**config.mk**
```make
export PLATFORM = sky130hd
export DESIGN_NAME = led_stretch
export DESIGN_NICKNAME = d
export VERILOG_FILES = /design/src/rtl/led_stretch_pkg.sv /design/src/rtl/led_stretch_ch.sv /design/src/rtl/led_stretch.sv
export SDC_FILE = /design/constraint.sdc
export NUM_CORES = 1
export LEC_CHECK = 0
export ABC_AREA = 1
export BUFFER_PORTS_ARGS = -buffer_cell sky130_fd_sc_hd__buf_2
export CORE_ASPECT_RATIO = 0.7
export CORE_MARGIN = 2
export CORE_UTILIZATION = 30
export DETAILED_ROUTE_END_ITERATION = 6
export PLACE_DENSITY = 0.54
export SETUP_SLACK_MARGIN = 0.02
export SYNTH_ARGS = -nofsm -noshare
export SYNTH_HDL_FRONTEND = slang
export SYNTH_HIERARCHICAL = 1
export SYNTH_SLANG_ARGS = --single-unit
```
**constraint.sdc**
```tcl
create_clock -name Clk -period 1.8 [get_ports Clk]
set_clock_uncertainty 0.05 [all_clocks]
set_input_delay 0.36 -clock Clk [delete_from_list [all_inputs] [get_ports Clk]]
set_output_delay 0.36 -clock Clk [all_outputs]
set_load 0.05 [all_outputs]
```
**src/rtl/led_stretch_pkg.sv**
```systemverilog
// Shared types and helpers for the led_stretch LED pulse stretcher.
package led_stretch_pkg;

    typedef enum logic [1:0] {
        IDLE,
        ON,
        OFF
    } state_t;

    // The counter must hold max(HOLD, GAP) - 1. The result is clamped to 1 bit so that HOLD = GAP = 1 still gives a legal width.
    function automatic int unsigned cnt_width(input int unsigned hold, input int unsigned gap);
        int unsigned m;
        m = (hold > gap) ? hold : gap;
        return (m > 1) ? $clog2(m) : 1;
    endfunction

endpackage

```
**src/rtl/led_stretch_ch.sv**
```systemverilog
// One stretcher channel: IDLE/ON/OFF FSM with a down-counter and a saturating pending flag.
// With LED_STRETCH_RETRIGGER_EN defined, a pulse during ON reloads the on-time instead of queueing a blink.
module led_stretch_ch
    import led_stretch_pkg::*;
#(
    parameter int unsigned HOLD = 5_000_000,
    parameter int unsigned GAP  = 2_500_000
) (
    input  logic Clk,
    input  logic Reset_n,
    input  logic pulse,
    output logic led,
    output logic busy
);

    localparam int unsigned W = cnt_width(HOLD, GAP);
    localparam logic [W-1:0] HOLD_LOAD = W'(HOLD - 1);
    localparam logic [W-1:0] GAP_LOAD  = W'(GAP - 1);

    state_t         state;
    logic [W-1:0]   count;
    logic           pending;

    // led and busy are updated on the same transitions as state, so both stay registered copies of it.
    always_ff @(posedge Clk) begin
        if (!Reset_n) begin
            state   <= IDLE;
            count   <= '0;
            pending <= 1'b0;
            led     <= 1'b0;
            busy    <= 1'b0;
        end else begin
            unique case (state)
                IDLE: begin
                    if (pulse) begin
                        state <= ON;
                        count <= HOLD_LOAD;
                        led   <= 1'b1;
                        busy  <= 1'b1;
                    end
                end
                ON: begin
`ifdef LED_STRETCH_RETRIGGER_EN
                    if (pulse) begin
                        count <= HOLD_LOAD;
                    end else if (count != '0) begin
                        count <= count - W'(1);
                    end else begin
                        state <= OFF;
                        count <= GAP_LOAD;
                        led   <= 1'b0;
                    end
`else
                    if (pulse) begin
                        pending <= 1'b1;
                    end
                    if (count != '0) begin
                        count <= count - W'(1);
                    end else begin
                        state <= OFF;
                        count <= GAP_LOAD;
                        led   <= 1'b0;
                    end
`endif
                end
                OFF: begin
                    if (count != '0) begin
                        count <= count - W'(1);
                        if (pulse) begin
                            pending <= 1'b1;
                        end
                    end else if (pending || pulse) begin
                        state   <= ON;
                        count   <= HOLD_LOAD;
                        pending <= 1'b0;
                        led     <= 1'b1;
                    end else begin
                        state <= IDLE;
                        busy  <= 1'b0;
                    end
                end
                default: begin
                    state   <= IDLE;
                    count   <= '0;
                    pending <= 1'b0;
                    led     <= 1'b0;
                    busy    <= 1'b0;
                end
            endcase
        end
    end

endmodule

```
**src/rtl/led_stretch.sv**
```systemverilog
// Multi-channel LED pulse stretcher top: N independent channels plus a shared busy flag.
// Optional feature macro: LED_STRETCH_RETRIGGER_EN (handled inside led_stretch_ch).
module led_stretch #(
    parameter int unsigned N    = 8,
    parameter int unsigned HOLD = 5_000_000,
    parameter int unsigned GAP  = 2_500_000
) (
    input  logic         Clk,
    input  logic         Reset_n,
    input  logic [N-1:0] pulse,
    output logic [N-1:0] led,
    output logic         busy
);

    logic [N-1:0] ch_busy;

    for (genvar i = 0; i < N; i++) begin : g_ch
        led_stretch_ch #(
            .HOLD(HOLD),
            .GAP (GAP)
        ) u_ch (
            .Clk    (Clk),
            .Reset_n(Reset_n),
            .pulse  (pulse[i]),
            .led    (led[i]),
            .busy   (ch_busy[i])
        );
    end

    // Each ch_busy is a flop, so this OR has no path back to pulse.
    always_comb busy = |ch_busy;

endmodule

```
==> impl_metrics.tcl, run 1 <==
set metrics [dict create \
    cpPeakStageDelay_ns 0.34 \
    period_share 1.002 \
    clk_pin_slew_ns 0.06 \
    drt_iter0_markers 1267 \
    relSlewSlack 0.7157 \
    p_leak_nw 9.570 \
    core_um2 52380 \
    vias 17046 \
    placement.io_buffers 18 \
    routed_wl_um 48470 \
    yosys.cell_count.top_type "nand2_1" \
    detail_route.wl_per_cell_um 13.69 \
    arrival_ns 1.39 \
    syn-num-nets 2615 \
    status "finished with violations" \
    dr.pass1.iters 6 \
    hold_viol 0 \
    fp-row-count 70 \
    worst_hold_path_type "input pin to register" \
    die_width_um 279.7 \
    worstMarginPinSlew_ns 0.4220 \
    diodes 0 \
    cp-end-kind "output pin" \
    clk_latency_ns 0.57 \
    drc 0 \
    finalCriticalPeriod_ns 1.803 \
    synth.area.top_cells "dfxtp_1 (28%), nand2_1 (18%), nor2_1 (8.3%)" \
    synth.top_cell.area_share 0.2809 \
    max-vdd-ir-drop_v 0.0007267 \
    postLayoutSetupSlackWorst_ns -0.002838 \
    placedInstanceArea_um2 18360 \
    synth_mux_area_frac 0 \
    holdBufCountCts 0 \
    stdcell_count 3540 \
    ys.flop_type "dfxtp_1" \
    dieArea_um2 55100 \
    total_power_mw 45.11 \
    failed_checks "negative setup slack" \
    antenna_found_initial 0 \
    dp.cells 3438 \
    grt_max_degree 33 \
    avgSynthCellArea_um2 6.243 \
    slew_viol_final 0 \
    synth_common_cells "nand2_1 (778), nor2_1 (354), inv_1 (269), dfxtp_1 (224), a21oi_1 (188)" \
    path_max_fanout 2 \
    grt.overflow.total 0 \
    synth.distinct_cells 40 \
    gp_congestion 0.9124 \
    required_ns 1.39 \
    netlist_area_um2 15960 \
    viasPerCell 4.815 \
    finalSetupViolCount 1 \
    synth-seq-area-share 0.2809 \
    cts.sinks 224 \
    final_area_um2 21080 \
    crit_path_cell_trace "inv_2 > nand2_2 > nor2_4 > nand2_2 > buf_8" \
    cts_buffer_depth 3 \
    synth-simple-area-share 0.4453 \
    power_per_cell_area_nw_per_um2 2139 \
    max_clock_freq_ghz 0.5547 \
    yosys.area.top_type "dfxtp_1" \
    grt_pass1_wl_um 76420 \
    layout.nets 2897 \
    crit_path_start_kind "register" \
    start_util 0.3048 \
    path_class "register to output pin" \
    numCtsBuffers 27 \
    dpl.hpwl_um 34950 \
    crit_slowest_cell "dfxtp_2" \
    cap_violations 0 \
    layout-drive-gt1-share 0.2805 \
    ys_ff_latch 224 \
    htree_levels 1 \
    io_pins 19 \
    die_y_um 197 \
    rsz0062_at_grt "true" \
    synth_top_family_by_area "simple AND/OR/NAND/NOR gates" \
    synthAdderAreaFrac 0.03762 \
    cp_common_cell "nand2_2" \
    async_flop_share 0 \
    synth_cells 2557 \
    antenna_left 0 \
    grt_usage 0.1653 \
    synth-edff-count 0 \
    synth-compound-area-share 0.1281 \
    cts_tree "built" \
    synth_xor_area_frac 0.02304 \
    root_buffer "clkbuf_16" \
    grt_pass1_vias 15318 \
    yosys_warnings 6 \
    syn2layout_area_growth_pct 32.07 \
]
-- through the flow --
step | util | setup TNS, ns | setup WS, ns | hold slack [ns]
3_5_place_dp | 0.3506 | -0.9773 | -0.1221 | 0.4074
4_1_cts | 0.3693 | -0.09167 | -0.09167 | 0.1875
3_3_place_gp | 0.3506 | -0.02998 | -0.01203 | 0.4007
6_report | 0.4026 | -0.002838 | -0.002838 | 0.2470
5_1_grt | 0.4026 | -0.1155 | -0.07310 | 0.2314
2_1_floorplan | - | 0 | 0.1512 | 0.3890
-- flip-flops by register name, indices dropped and copies added (netlist names) --
| register | flops |
|---|---|
| g_ch.u_ch/busy | 8 |
| g_ch.u_ch/count | 184 |
| g_ch.u_ch/led | 8 |
| g_ch.u_ch/pending | 8 |
| g_ch.u_ch/state | 16 |
-- metal layers --
layer  GRT usage  share of wire
met5           0              0
met4     0.03149          0.018
met3     0.02122          0.054
met2      0.2436           0.41
met1      0.2544           0.52
-- cell families after synthesis --
group                    Yosys count
AO/OA/AOI/OAI                    357
XOR/XNOR                          42
flip-flops                       224
buffers and inverters            327
adder cells (fa/ha/maj)           48
AND/OR/NAND/NOR                 1559
-- cell type report --
| class | count | area, um2 |
|---|---|---|
| clock inverter | 11 | 90.09 |
| tap | 684 | 855.8 |
| timing repair buffer | 303 | 2456 |
| inverter | 277 | 1070 |
| fill | 5450 | 31290 |
| multi-input combinational | 2006 | 11290 |
| sequential | 224 | 4566 |
| clock buffer | 35 | 755.7 |
-- power breakdown --
part           switching (mW)  internal (mW)  total (mW)
clock network            2.27           3.08        5.35
registers                1.99           6.85        8.84
logic                    18.6           12.3        30.9
total                    22.8           22.3        45.1
-- worst max-delay path: cells and delay by family (launching register included) --
kind,cells,cell delay [ns]
buffers and inverters,2,0.20
DFF,1,0.34
and+or+nand+nor,3,0.28
-- worst paths after layout --
path                               from                endpoint  slack, ns  depth (start not counted)
setup reg to reg  g_ch[7].u_ch/count[1]  g_ch[7].u_ch/count[16]       0.07                         12
hold / removal                 pulse[7]       g_ch[7].u_ch/busy       0.25                          4
hold reg to reg        g_ch[6].u_ch/led        g_ch[6].u_ch/led       0.42                          1
setup / recovery      g_ch[4].u_ch/busy                    busy     -0.003                          5
-- cells in the final DEF, fill, tap and decap left out, types with 19 or more instances in the layout --
master,netlist,final
nand4_1,33,33
nand2_4,8,26
clkbuf_16,0,30
buf_4,14,259
nor2_1,354,281
nor2_4,20,108
inv_2,8,26
inv_1,269,241
ha_1,48,25
nand2_2,27,53
nand2_1,778,734
o21ai_1,21,19
nor2_2,82,67
nand3_1,168,168
dfxtp_2,0,50
a21oi_1,188,187
dfxtp_1,224,169
o21ai_0,88,83
xor2_1,27,27
-- what timing repair did --
item / CTS / global route
cloned: 0 / 5
buffers inserted: 0 / 52
gates resized for setup: 43 / 378
pin swaps: 5 / 129
endpoints found under the setup margin: 55 / 206
Note: power is estimated with default switching activity, not from simulation.
==> run 2, diff against run 1 <==
--- a/config.mk
+++ b/config.mk
@@ -11,8 +11,10 @@
 export CORE_MARGIN = 2
 export CORE_UTILIZATION = 30
 export DETAILED_ROUTE_END_ITERATION = 6
+export GPL_ROUTABILITY_DRIVEN = 0
 export PLACE_DENSITY = 0.54
 export SETUP_SLACK_MARGIN = 0.02
+export SKIP_CTS_REPAIR_TIMING = 1
 export SYNTH_ARGS = -nofsm -noshare
 export SYNTH_HDL_FRONTEND = slang
 export SYNTH_HIERARCHICAL = 1
==> run 2 against run 1 <==
Net effect: the run still ends with negative setup slack left; combinational power about the same; sequential share of layout area down 0.20 points; first-iteration DRC count up 1.8%; critical endpoint unchanged; via count down 0.65%; final area up 0.32%; sequential cell count unchanged; core utilization up 0.13 points; highest routed layer unchanged; routed wire length down 0.67%; global-route usage about the same; critical path depth unchanged.
==> impl_metrics.tcl, run 2 (synthesis gave the netlist of run 1 again) <==
set metrics [dict create \
    path_max_fanout 2 \
    critPathBufInv 2 \
    grt_pass1_wl_um 76160 \
    hold_viol 0 \
    vias 16935 \
    cp-end-kind "output pin" \
    numCtsBuffers 27 \
    postLayoutSetupSlackWorst_ns -0.03695 \
    drc 0 \
    grt_usage 0.1648 \
    max_clock_freq_ghz 0.5444 \
    syn2layout_area_growth_pct 32.49 \
    reg_top3 "g_ch.u_ch/count: 184 flops, g_ch.u_ch/state: 16 flops" \
    cts_buffer_depth 3 \
    final_cell_mix "nand2_1 (719), nor2_1 (279), buf_4 (271), inv_1 (243), dfxtp_1 (183)" \
    largest_register_ffs 184 \
    cp-startpoint "g_ch[0].u_ch/busy" \
    worst_hold_path_type "input pin to register" \
    crit_path_start_kind "register" \
    root_buffer "clkbuf_16" \
    final_area_um2 21150 \
    required_ns 1.39 \
    finalCriticalPeriod_ns 1.837 \
    core_um2 52380 \
    die_width_um 279.7 \
    dr.pass1.iters 6 \
    grt_max_degree 25 \
    dieArea_um2 55100 \
    rsz0062_at_grt "true" \
    path_class "register to output pin" \
    drt_iter0_markers 1290 \
    r2r_cells 9 \
    crit_cells 5 \
    cap_violations 0 \
    grt.overflow.total 0 \
    nFillCells 5449 \
    crit_family "flip-flops" \
    final.setup.tns_ns -0.03695 \
    status "finished with violations" \
    layout.nets 2908 \
    period_share 1.021 \
    clk_latency_ns 0.56 \
    relSlewSlack 0.7223 \
    io_pins 19 \
    r2r-start "g_ch[3].u_ch/count[6]" \
    viasPerCell 4.764 \
    failed_checks "negative setup slack" \
    worstMarginPinSlew_ns 0.4122 \
    slew_viol_final 0 \
    placedInstanceArea_um2 18430 \
    final_common_cell "nand2_1" \
    crit_slowest_cell "dfxtp_4" \
    regMostFlops "g_ch.u_ch/count" \
    finalSetupViolCount 1 \
    routed_wl_um 48140 \
    placement.io_buffers 18 \
    cpPeakStageDelay_ns 0.36 \
    clk_pin_slew_ns 0.06 \
    p_leak_nw 9.609 \
    power_per_cell_area_nw_per_um2 2152 \
    fp-row-count 70 \
    cts.sinks 224 \
    grt_pass1_vias 15282 \
    cts_tree "built" \
    cp_common_cell "nand2_2" \
    diodes 0 \
    antenna_left 0 \
    holdPathStages 4 \
    die_y_um 197 \
    crit_path_cell_trace "inv_2 > nand2_2 > nor2_4 > nand2_2 > buf_8" \
    start_util 0.3048 \
    r2r_end "g_ch[3].u_ch/count[13]" \
    layout-drive-gt1-share 0.2856 \
    detail_route.wl_per_cell_um 13.54 \
    hold_end "g_ch[7].u_ch/led" \
    antenna_found_initial 0 \
    arrival_ns 1.43 \
    max-vdd-ir-drop_v 0.0007528 \
    min_from "Reset_n" \
    rrSetupSlack_ns 0.05 \
    htree_levels 1 \
    dpl.hpwl_um 35020 \
]
## run 2: changes by cell type in the layout (fill, tap and decap cells not counted), moves of 4 or more
cell,delta
a21oi_1,-15
a21oi_2,+15
buf_4,+12
dfxtp_1,+14
dfxtp_2,-10
dfxtp_4,-4
nand2_1,-15
nand2_2,+16
nor2_2,+19
nor2_4,-17
nor3b_1,+4
nor3b_2,-4
## run 2: where the power goes
group          total (mW)  internal (mW)  switching (mW)
clock                5.78           3.51            2.27
combinational        31.0           12.4            18.6
sequential           8.73           6.82            1.91
## run 2: how the worst max path moves through the flow
stage | end | slack, ns
2_1_floorplan | g_ch[7].u_ch/count[16] | 0.15
3_3_place_gp | g_ch[3].u_ch/count[16] | -0.03
3_5_place_dp | g_ch[4].u_ch/count[13] | -0.09
4_1_cts | busy | -0.28
5_1_grt | busy | -0.09
6_report | busy | -0.04
## run 2: stage by stage
stage                       util  instances  hold WS, ns  setup WS (ns)  total power [mW]
final                     0.4038       3555       0.2293       -0.03695             45.52
after detailed placement  0.3519       3447       0.4074       -0.08875             35.03
after CTS                 0.3697       3497       0.1661        -0.2764             41.07
after global placement    0.3519       3447       0.3957       -0.02947             34.70
after floorplan                -       2557       0.3890         0.1512             26.67
after global routing      0.4038       3555       0.2312       -0.08861             49.63
## run 2: layout make-up
type | count | area [um2] | share of cell area
well taps | 684 | 855.8 | 0.04046
flip-flops and latches | 224 | 4538 | 0.2146
inverters | 277 | 1080 | 0.05105
clock buffers | 41 | 808.3 | 0.03821
multi-input cells | 2006 | 11260 | 0.5322
clock inverters | 9 | 126.4 | 0.005975
repair buffers | 313 | 2477 | 0.1171
repair inverters | 1 | 8.758 | 0.0004141
## run 2: routing by layer
metal | wire [um] | up-vias | GRT usage
li1 | - | 8773 | -
met1 | 24910 | 7704 | 0.2549
met2 | 19910 | 396 | 0.2401
met3 | 2546 | 62 | 0.02205
met4 | 771 | 0 | 0.03288
met5 | 0 | - | 0
## run 2: tightest hold or removal path: stages
cell and delay, ns:
buf_2 0.12, buf_12 0.17, o21ai_0 0.09, nor2_1 0.04
